`config.mk`:
```
export PLATFORM = sky130hd
export DESIGN_NAME = pulse_gen
export DESIGN_NICKNAME = d
export VERILOG_FILES = /design/src/rtl/pulse_gen_pkg.sv /design/src/rtl/pulse_gen_cnt.sv /design/src/rtl/pulse_gen.sv
export SDC_FILE = /design/constraint.sdc
export NUM_CORES = 1
export LEC_CHECK = 0
export BUFFER_PORTS_ARGS = -buffer_cell sky130_fd_sc_hd__buf_2
export CAP_MARGIN = 25
export CORE_MARGIN = 4
export CORE_UTILIZATION = 52
export CTS_BUF_LIST = sky130_fd_sc_hd__clkbuf_8
export CTS_CLUSTER_DIAMETER = 120
export CTS_CLUSTER_SIZE = 28
export DETAILED_ROUTE_END_ITERATION = 12
export PLACE_DENSITY = 0.77
export SLEW_MARGIN = 5
export SYNTH_ARGS = -nofsm -noshare
export SYNTH_HDL_FRONTEND = slang
export SYNTH_HIERARCHICAL = 1
export SYNTH_SLANG_ARGS = --single-unit
```
`constraint.sdc`:
```
create_clock -name clk -period 2 [get_ports clk]
set_input_delay 0.3 -clock clk [delete_from_list [all_inputs] [get_ports clk]]
set_output_delay 0.3 -clock clk [all_outputs]
set_load 0.005 [all_outputs]
```
`src/rtl/pulse_gen_pkg.sv`:
```
// Shared state encoding and default widths for the pulse-train generator.
package pulse_gen_pkg;

    typedef enum logic [1:0] {
        IDLE,
        HIGH,
        LOW,
        DONE
    } pg_state_e;

    localparam int PG_MSB   = 4;
    localparam int PG_DEPTH = 3;

endpackage

```
`src/rtl/pulse_gen_cnt.sv`:
```
// Loadable phase-length down-counter; saturates at 1 so it never wraps.
module pulse_gen_cnt
    import pulse_gen_pkg::*;
#(
    parameter int MSB = PG_MSB
) (
    input  logic         clk,
    input  logic         rst,
    input  logic         load,
    input  logic [MSB:0] load_val,
    input  logic         en,
    output logic         last
);

    localparam int W = MSB + 1;

    logic [MSB:0] cnt_q, cnt_d;

    always_comb begin
        cnt_d = cnt_q;
        if (load) begin
            cnt_d = load_val;
        end else if (en && (cnt_q > W'(1))) begin
            cnt_d = cnt_q - W'(1);
        end
    end

    always_ff @(posedge clk) begin
        if (rst) begin
            cnt_q <= '0;
        end else begin
            cnt_q <= cnt_d;
        end
    end

    assign last = (cnt_q == W'(1));

endmodule

```
`src/rtl/pulse_gen.sv`:
```
// Burst pulse-train generator: start latches lengths and count, the FSM
// walks HIGH/LOW phases and ends with a one-cycle DONE strobe.
module pulse_gen
    import pulse_gen_pkg::*;
#(
    parameter int MSB   = PG_MSB,
    parameter int depth = PG_DEPTH
) (
    input  logic             clk,
    input  logic             rst,
    input  logic             start,
    input  logic             stop,
    input  logic [MSB:0]     hi_len,
    input  logic [MSB:0]     lo_len,
    input  logic [depth-1:0] num,
    output logic             pulse,
    output logic             busy,
    output logic             done,
    output logic [depth-1:0] pulse_cnt
);

    localparam int W = MSB + 1;

    pg_state_e        state_q, state_d;
    logic [MSB:0]     hiLen_q, hiLen_d;
    logic [MSB:0]     loLen_q, loLen_d;
    logic [depth-1:0] num_q, num_d;
    logic [depth-1:0] pulseCnt_q, pulseCnt_d;
    logic [depth-1:0] cntInc;
    logic [MSB:0]     hiLenIn, loLenIn;
    logic             cntLoad;
    logic [MSB:0]     cntLoadVal;
    logic             cntEn;
    logic             cntLast;

    // A requested length of zero still produces a one-cycle phase.
    assign hiLenIn = (hi_len == '0) ? W'(1) : hi_len;
    assign loLenIn = (lo_len == '0) ? W'(1) : lo_len;
    assign cntInc  = pulseCnt_q + depth'(1);

    pulse_gen_cnt #(
        .MSB(MSB)
    ) u_cnt (
        .clk     (clk),
        .rst     (rst),
        .load    (cntLoad),
        .load_val(cntLoadVal),
        .en      (cntEn),
        .last    (cntLast)
    );

    always_comb begin
        state_d    = state_q;
        hiLen_d    = hiLen_q;
        loLen_d    = loLen_q;
        num_d      = num_q;
        pulseCnt_d = pulseCnt_q;
        cntLoad    = 1'b0;
        cntLoadVal = '0;
        cntEn      = 1'b0;
        case (state_q)
            IDLE: begin
                if (start) begin
                    hiLen_d    = hiLenIn;
                    loLen_d    = loLenIn;
                    num_d      = num;
                    pulseCnt_d = '0;
                    if (num == '0) begin
                        state_d = DONE;
                    end else begin
                        state_d    = HIGH;
                        cntLoad    = 1'b1;
                        cntLoadVal = hiLenIn;
                    end
                end
            end
            HIGH: begin
                cntEn = 1'b1;
                // An aborted high phase is not counted, even on its last cycle.
                if (stop) begin
                    state_d = DONE;
                end else if (cntLast) begin
                    pulseCnt_d = cntInc;
                    if (cntInc == num_q) begin
                        state_d = DONE;
                    end else begin
                        state_d    = LOW;
                        cntLoad    = 1'b1;
                        cntLoadVal = loLen_q;
                    end
                end
            end
            LOW: begin
                cntEn = 1'b1;
                if (stop) begin
                    state_d = DONE;
                end else if (cntLast) begin
                    state_d    = HIGH;
                    cntLoad    = 1'b1;
                    cntLoadVal = hiLen_q;
                end
            end
            DONE: begin
                state_d = IDLE;
            end
            default: begin
                state_d = IDLE;
            end
        endcase
    end

    always_ff @(posedge clk) begin
        if (rst) begin
            state_q    <= IDLE;
            hiLen_q    <= '0;
            loLen_q    <= '0;
            num_q      <= '0;
            pulseCnt_q <= '0;
        end else begin
            state_q    <= state_d;
            hiLen_q    <= hiLen_d;
            loLen_q    <= loLen_d;
            num_q      <= num_d;
            pulseCnt_q <= pulseCnt_d;
        end
    end

    assign pulse     = (state_q == HIGH);
    assign busy      = (state_q == HIGH) || (state_q == LOW);
    assign done      = (state_q == DONE);
    assign pulse_cnt = pulseCnt_q;

endmodule

```
== After elaboration in Yosys (flattened, before gate mapping) ==
Cells that the tools add are included.
W data, S select, Z words.

* Register bits after elaboration: 23
* Bits of input ports: 17
* Output and inout bits: 6

* Add/subtract/negate cells: 2
* Magnitude comparators: 1
* Equal/unequal tests: 10
* Multiplexer cells: 33
* Reduce and logical (&&, ||, !) cells: 12

{| class="wikitable"
|+ Operators by type and width
! cell !! number
|-
| $mux W5 || 11
|-
| $pmux W5 S3 || 1
|-
| $mux W2 || 6
|-
| $logic_not A5 Y1 || 2
|-
| $mux W1 || 9
|-
| $mux W3 || 3
|-
| $pmux W2 S4 || 1
|-
| $pmux W3 S2 || 1
|-
| $eq A5 B1 Y1 const B || 1
|-
| $gt A5 B1 Y1 const B || 1
|-
| $sub A5 B1 Y5 const B || 1
|-
| $eq A2 B2 Y1 const B || 2
|-
| $ne A2 B2 Y1 const B || 2
|-
| $reduce_and A4 Y1 || 1
|-
| $reduce_bool A2 Y1 || 2
|-
| $add A3 B1 Y3 const B || 1
|-
| $eq A3 B3 Y1 || 1
|-
| $logic_not A3 Y1 || 1
|-
| $ne A3 B2 Y1 const B || 1
|-
| $ne A3 B3 Y1 const B || 1
|-
| $pmux W1 S3 || 1
|-
| $reduce_and A3 Y1 || 1
|-
| $eq A2 B1 Y1 const B || 1
|-
| $logic_not A2 Y1 || 1
|-
| 5 further kinds || 5
|}

== Logic depth before layout (Yosys ltp) ==
* Depth in word-level cells: 7
* Depth in mapped cells: 11

== Cells and area by module ==
The synthesis kept the hierarchy.

{| class="wikitable"
|+ By module, submodules not included
! module !! times used !! cells an instance !! area each (sq um) !! seq. area each (sq um)
|-
| pulse_gen || 1 || 131 || 1031.0 || 360.3
|-
| pulse_gen_cnt || 1 || 44 || 364.1 || 100.1
|}

== Worst setup path before layout ==
Ideal clock, no wire load.

* Kind: register to register
* From: register state_q[0]
* To: register u_cnt.cnt_q[0]
* Arrival: 2.159 ns
* Required time: 1.937 ns
* Slack: -0.222 ns
* Cell stages (with the launch flop): 12
* Path buffers: 2
* Period minus slack after synthesis: 2.222 ns
* Cells stage by stage: dfxtp_1 inv_1 ha_1 and2_1 buf_6 and2_4 nor2_1 a21oi_1 clkbuf_1 or4b_1 a21oi_1 nand3b_1

* Elaborated cells on any way between the ends: 10
* Classes of those cells: 2 x eq/ne; 4 x mux; 4 x reduce/logical

{| class="wikitable"
|+ RTL lines
! element !! RTL line !! text
|-
| from (decl) || pulse_gen.sv:24 || <nowiki>pg_state_e state_q, state_d;</nowiki>
|-
| from (signal assigned) || pulse_gen.sv:120 || <nowiki>state_q <= state_d;</nowiki>
|-
| $eq A2 B2 Y1 (tied with other cells) || pulse_gen.sv:61 || <nowiki>case (state_q)</nowiki>
|-
| $pmux W1 S3 * || pulse_gen.sv:61 ||
|-
| net cntLoad || pulse_gen.sv:31 || <nowiki>logic cntLoad;</nowiki>
|-
| $mux W5 or $reduce_bool A2 Y1 (tied branches) || - ||
|-
| to (signal assigned) || pulse_gen_cnt.sv:32 || <nowiki>cnt_q <= cnt_d;</nowiki>
|-
| to (decl) || pulse_gen_cnt.sv:17 || <nowiki>logic [MSB:0] cnt_q, cnt_d;</nowiki>
|}

Mark *: on every way through the listed nets, which the timed path passes. The rest lies on a longest branch.
A chain may end at the register's enable or synchronous reset.

== Worst setup path in the final report ==
Same ends and word-level chain as after synthesis.

==> flow_summary.toml <==
[run_status]
status = "completed"

[timing]
slew_headroom_pct = 67.3
grt_setup_unrepaired = "true"
maxSlewViolCount = 0
hold_viol = 0
whs_ns = 0.282
clock_skew_ns = 0.00205
finalSetupViolations = 0
max_freq_ghz = 0.516
period_minus_slack_ns = 1.94
fin_crit_sh_pct = 96.8
tightest_slew_ns = 0.490

[hold_path]
hold_end = "num_q[2]"
hold_start = "num[2]"
min_path_cells = 3
min_path_type = "primary input to flop"

[cts]
post_cts_buffers = 0
cts.sinks = 23
h-tree-depth = 1
cts_resized = 0
clkTransAtPathRegs_ns = 0.08
root_buffer = "clkbuf_8"
insertion_delay_ns = 0.26
postCtsHoldBufs = 0
cts_buffers = 3
clk_path_buf_depth = 2
cts_tree = "done"

[power]
p_total_w = 0.00205
ir_worst_vdd_v = 0.000709
leakage_nw = 0.677
power_density_nw_per_um2 = 1210

[floorplanning]
die_area_um2 = 3580
initial_core_util_pct = 55.3
ios = 23
chipWidth_um = 59.8
core_um2 = 2520
die_h_um = 59.8
rows = 18

[routing]
drcViolationCount = 0
first_pass_iters = 4
drt-total-wl_um = 3230
num_vias = 1327
avgRoutedWirePerCell_um = 13.9
drt_iter0_drc = 49
ant_nets = 0
vias_per_cell = 5.72

[grt]
grt_usage_pct = 20.4
grt_first_pass_wirelength_um = 5570
grt.overflow.total = 0
antenna_found_initial = 0
grt_start_max_net_pins = 27
grt_pass1_vias = 1261

[setup_path]
cp_top_family = "simple AND/OR/NAND/NOR gates"
crit_arrival_ns = 2.14
endpoint_kind = "flop"
crit_fanout = 6
rr_endpoint = "u_cnt/cnt_q[0]"
path_buf_inv = 1
path_cells = "inv_2 > ha_4 > and2_4 > and2_4 > nor2_1 > a21oi_1 > or4b_1 > a21oi_1 > nand3b_1"
cp_slowest_cell = "or4b_1"
rr_startpoint = "state_q[0]"
rr_worst_depth = 9
max_stage_delay_ns = 0.53
worstPathRequired_ns = 2.21
critPathLaunchType = "flop"
r2r_slack_ns = 0.06
criticalPathCategory = "flop to flop"

[synthesis]
async_flop_share_pct = 0
synth_top_area_share_pct = 33.0
ys_top_cells_by_count = "28 x nand2_1, 23 x dfxtp_1, 20 x a21oi_1"
synth_edf_count = 0
synthFlopType = "dfxtp_1"
syn_avg_cell_area_um2 = 7.97
synthesis.area_um2 = 1400
synth-seq-cells = 23
yosys.area.top_type = "dfxtp_1"
ys_seq_area_share_pct = 33.0
synth_nets = 199
post-synth-top-count-cell = "nand2_1"
yosys_warnings = 6
netlist_instances = 175
synthTopCellsByArea = "dfxtp_1 33%, nand2_1 7.5%, a21oi_1 7.2%"
yosys.cell_types.count = 53

[cells_and_area]
diodes = 0
nets = 227
drive_above_1_share_pct = 28.7
fillers = 217
area_growth_pct = 21.0
final_cells = 232
utilization_pct = 66.9
fin_area_um2 = 1690

[placement]
place_inst = 228
dpl-instance-area_um2 = 1610
dp.final_hpwl_um = 2410
place_congestion = 0.855
port_buffers = 22

[flow_run]
drv_cap = 0
## logic make-up (layout without fill, tap and decap cells)
kind of cell,count (synthesis),count (layout),synth area share (%)
buffers and inverters,19,46,5.74
adder cells (fa/ha/maj),7,7,6.28
XOR/XNOR,3,3,2.87
multiplexers,2,2,1.44
AND/OR/NAND/NOR,70,70,26.6
flip-flops,23,23,33.0
AO/OA/AOI/OAI,51,51,24.0
## sequential cells by signal, indices dropped and copies added, names as in the netlist
signal,cells
state_q,2
loLen_q,5
pulse_cnt,3
u_cnt/cnt_q,5
num_q,3
hiLen_q,5
## metal layers
layer  track usage, %  part of all wire (%)  wire (µm)  vias up
li1                 -                     -          -      676
met1             26.3                    46       1490      625
met2             34.7                    49       1570       22
met3             3.24                   4.2        135        4
met4             5.70                  0.90         29        0
met5                0                     0          0        -
## power breakdown
group	total [W]	internal, W	switching [W]
clock network	0.000282	0.000137	0.000145
logic	0.00109	0.000512	0.000576
registers	0.000679	0.000580	0.0000991
## how the worst max path moves through the flow
stage / start / depth (start not counted) / end / slack, ns
3_3_place_gp: num[2] / 8 / u_cnt/cnt_q[0] / 0.09
5_1_grt: u_cnt/cnt_q[1] / 9 / u_cnt/cnt_q[0] / -0.04
2_1_floorplan: state_q[0] / 11 / u_cnt/cnt_q[0] / -0.01
4_1_cts: pulse_cnt[0] / 8 / u_cnt/cnt_q[0] / 0.005
3_5_place_dp: num[2] / 8 / u_cnt/cnt_q[0] / 0.02
6_report: state_q[0] / 9 / u_cnt/cnt_q[0] / 0.06
## cell usage in the layout, fill, tap and decap left out, types with 2 or more instances in the layout
cell type   n
nand2_1    28
buf_2      22
a21oi_1    20
dfxtp_1    19
buf_4      10
inv_1       8
nor2_1      8
nand2b_1    5
o22ai_1     5
nand3_1     4
a22oi_1     4
inv_2       3
and2_4      3
nor4_1      3
nor3_1      3
o21ai_0     3
a211oi_1    3
ha_4        3
ha_1        3
clkbuf_8    3
a31oi_1     2
mux2i_1     2
dfxtp_2     2
dfxtp_4     2
nor4b_1     2
## metrics by stage
step           setup WS, ns  setup TNS (ns)
6_report             0.0635               0
2_1_floorplan       -0.0104         -0.0104
4_1_cts             0.00550               0
5_1_grt             -0.0377         -0.0377
3_3_place_gp         0.0937               0
3_5_place_dp         0.0220               0
## layout make-up
cell class              instances  area, µm²  area share, %
clock buffers                   3       41.3           2.45
well taps                      30       37.5           2.22
repair buffers                 32        185           11.0
inverters                      10       37.5           2.22
clock inverters                 1       3.75          0.222
flip-flops and latches         23        470           27.9
multi-input cells             133        912           54.0
## worst min-delay path, cell delays in order
cell     delay, ns
buf_2         0.10
nand2_1       0.05
a21oi_1       0.05
Note: power is estimated with default switching activity, not from simulation.
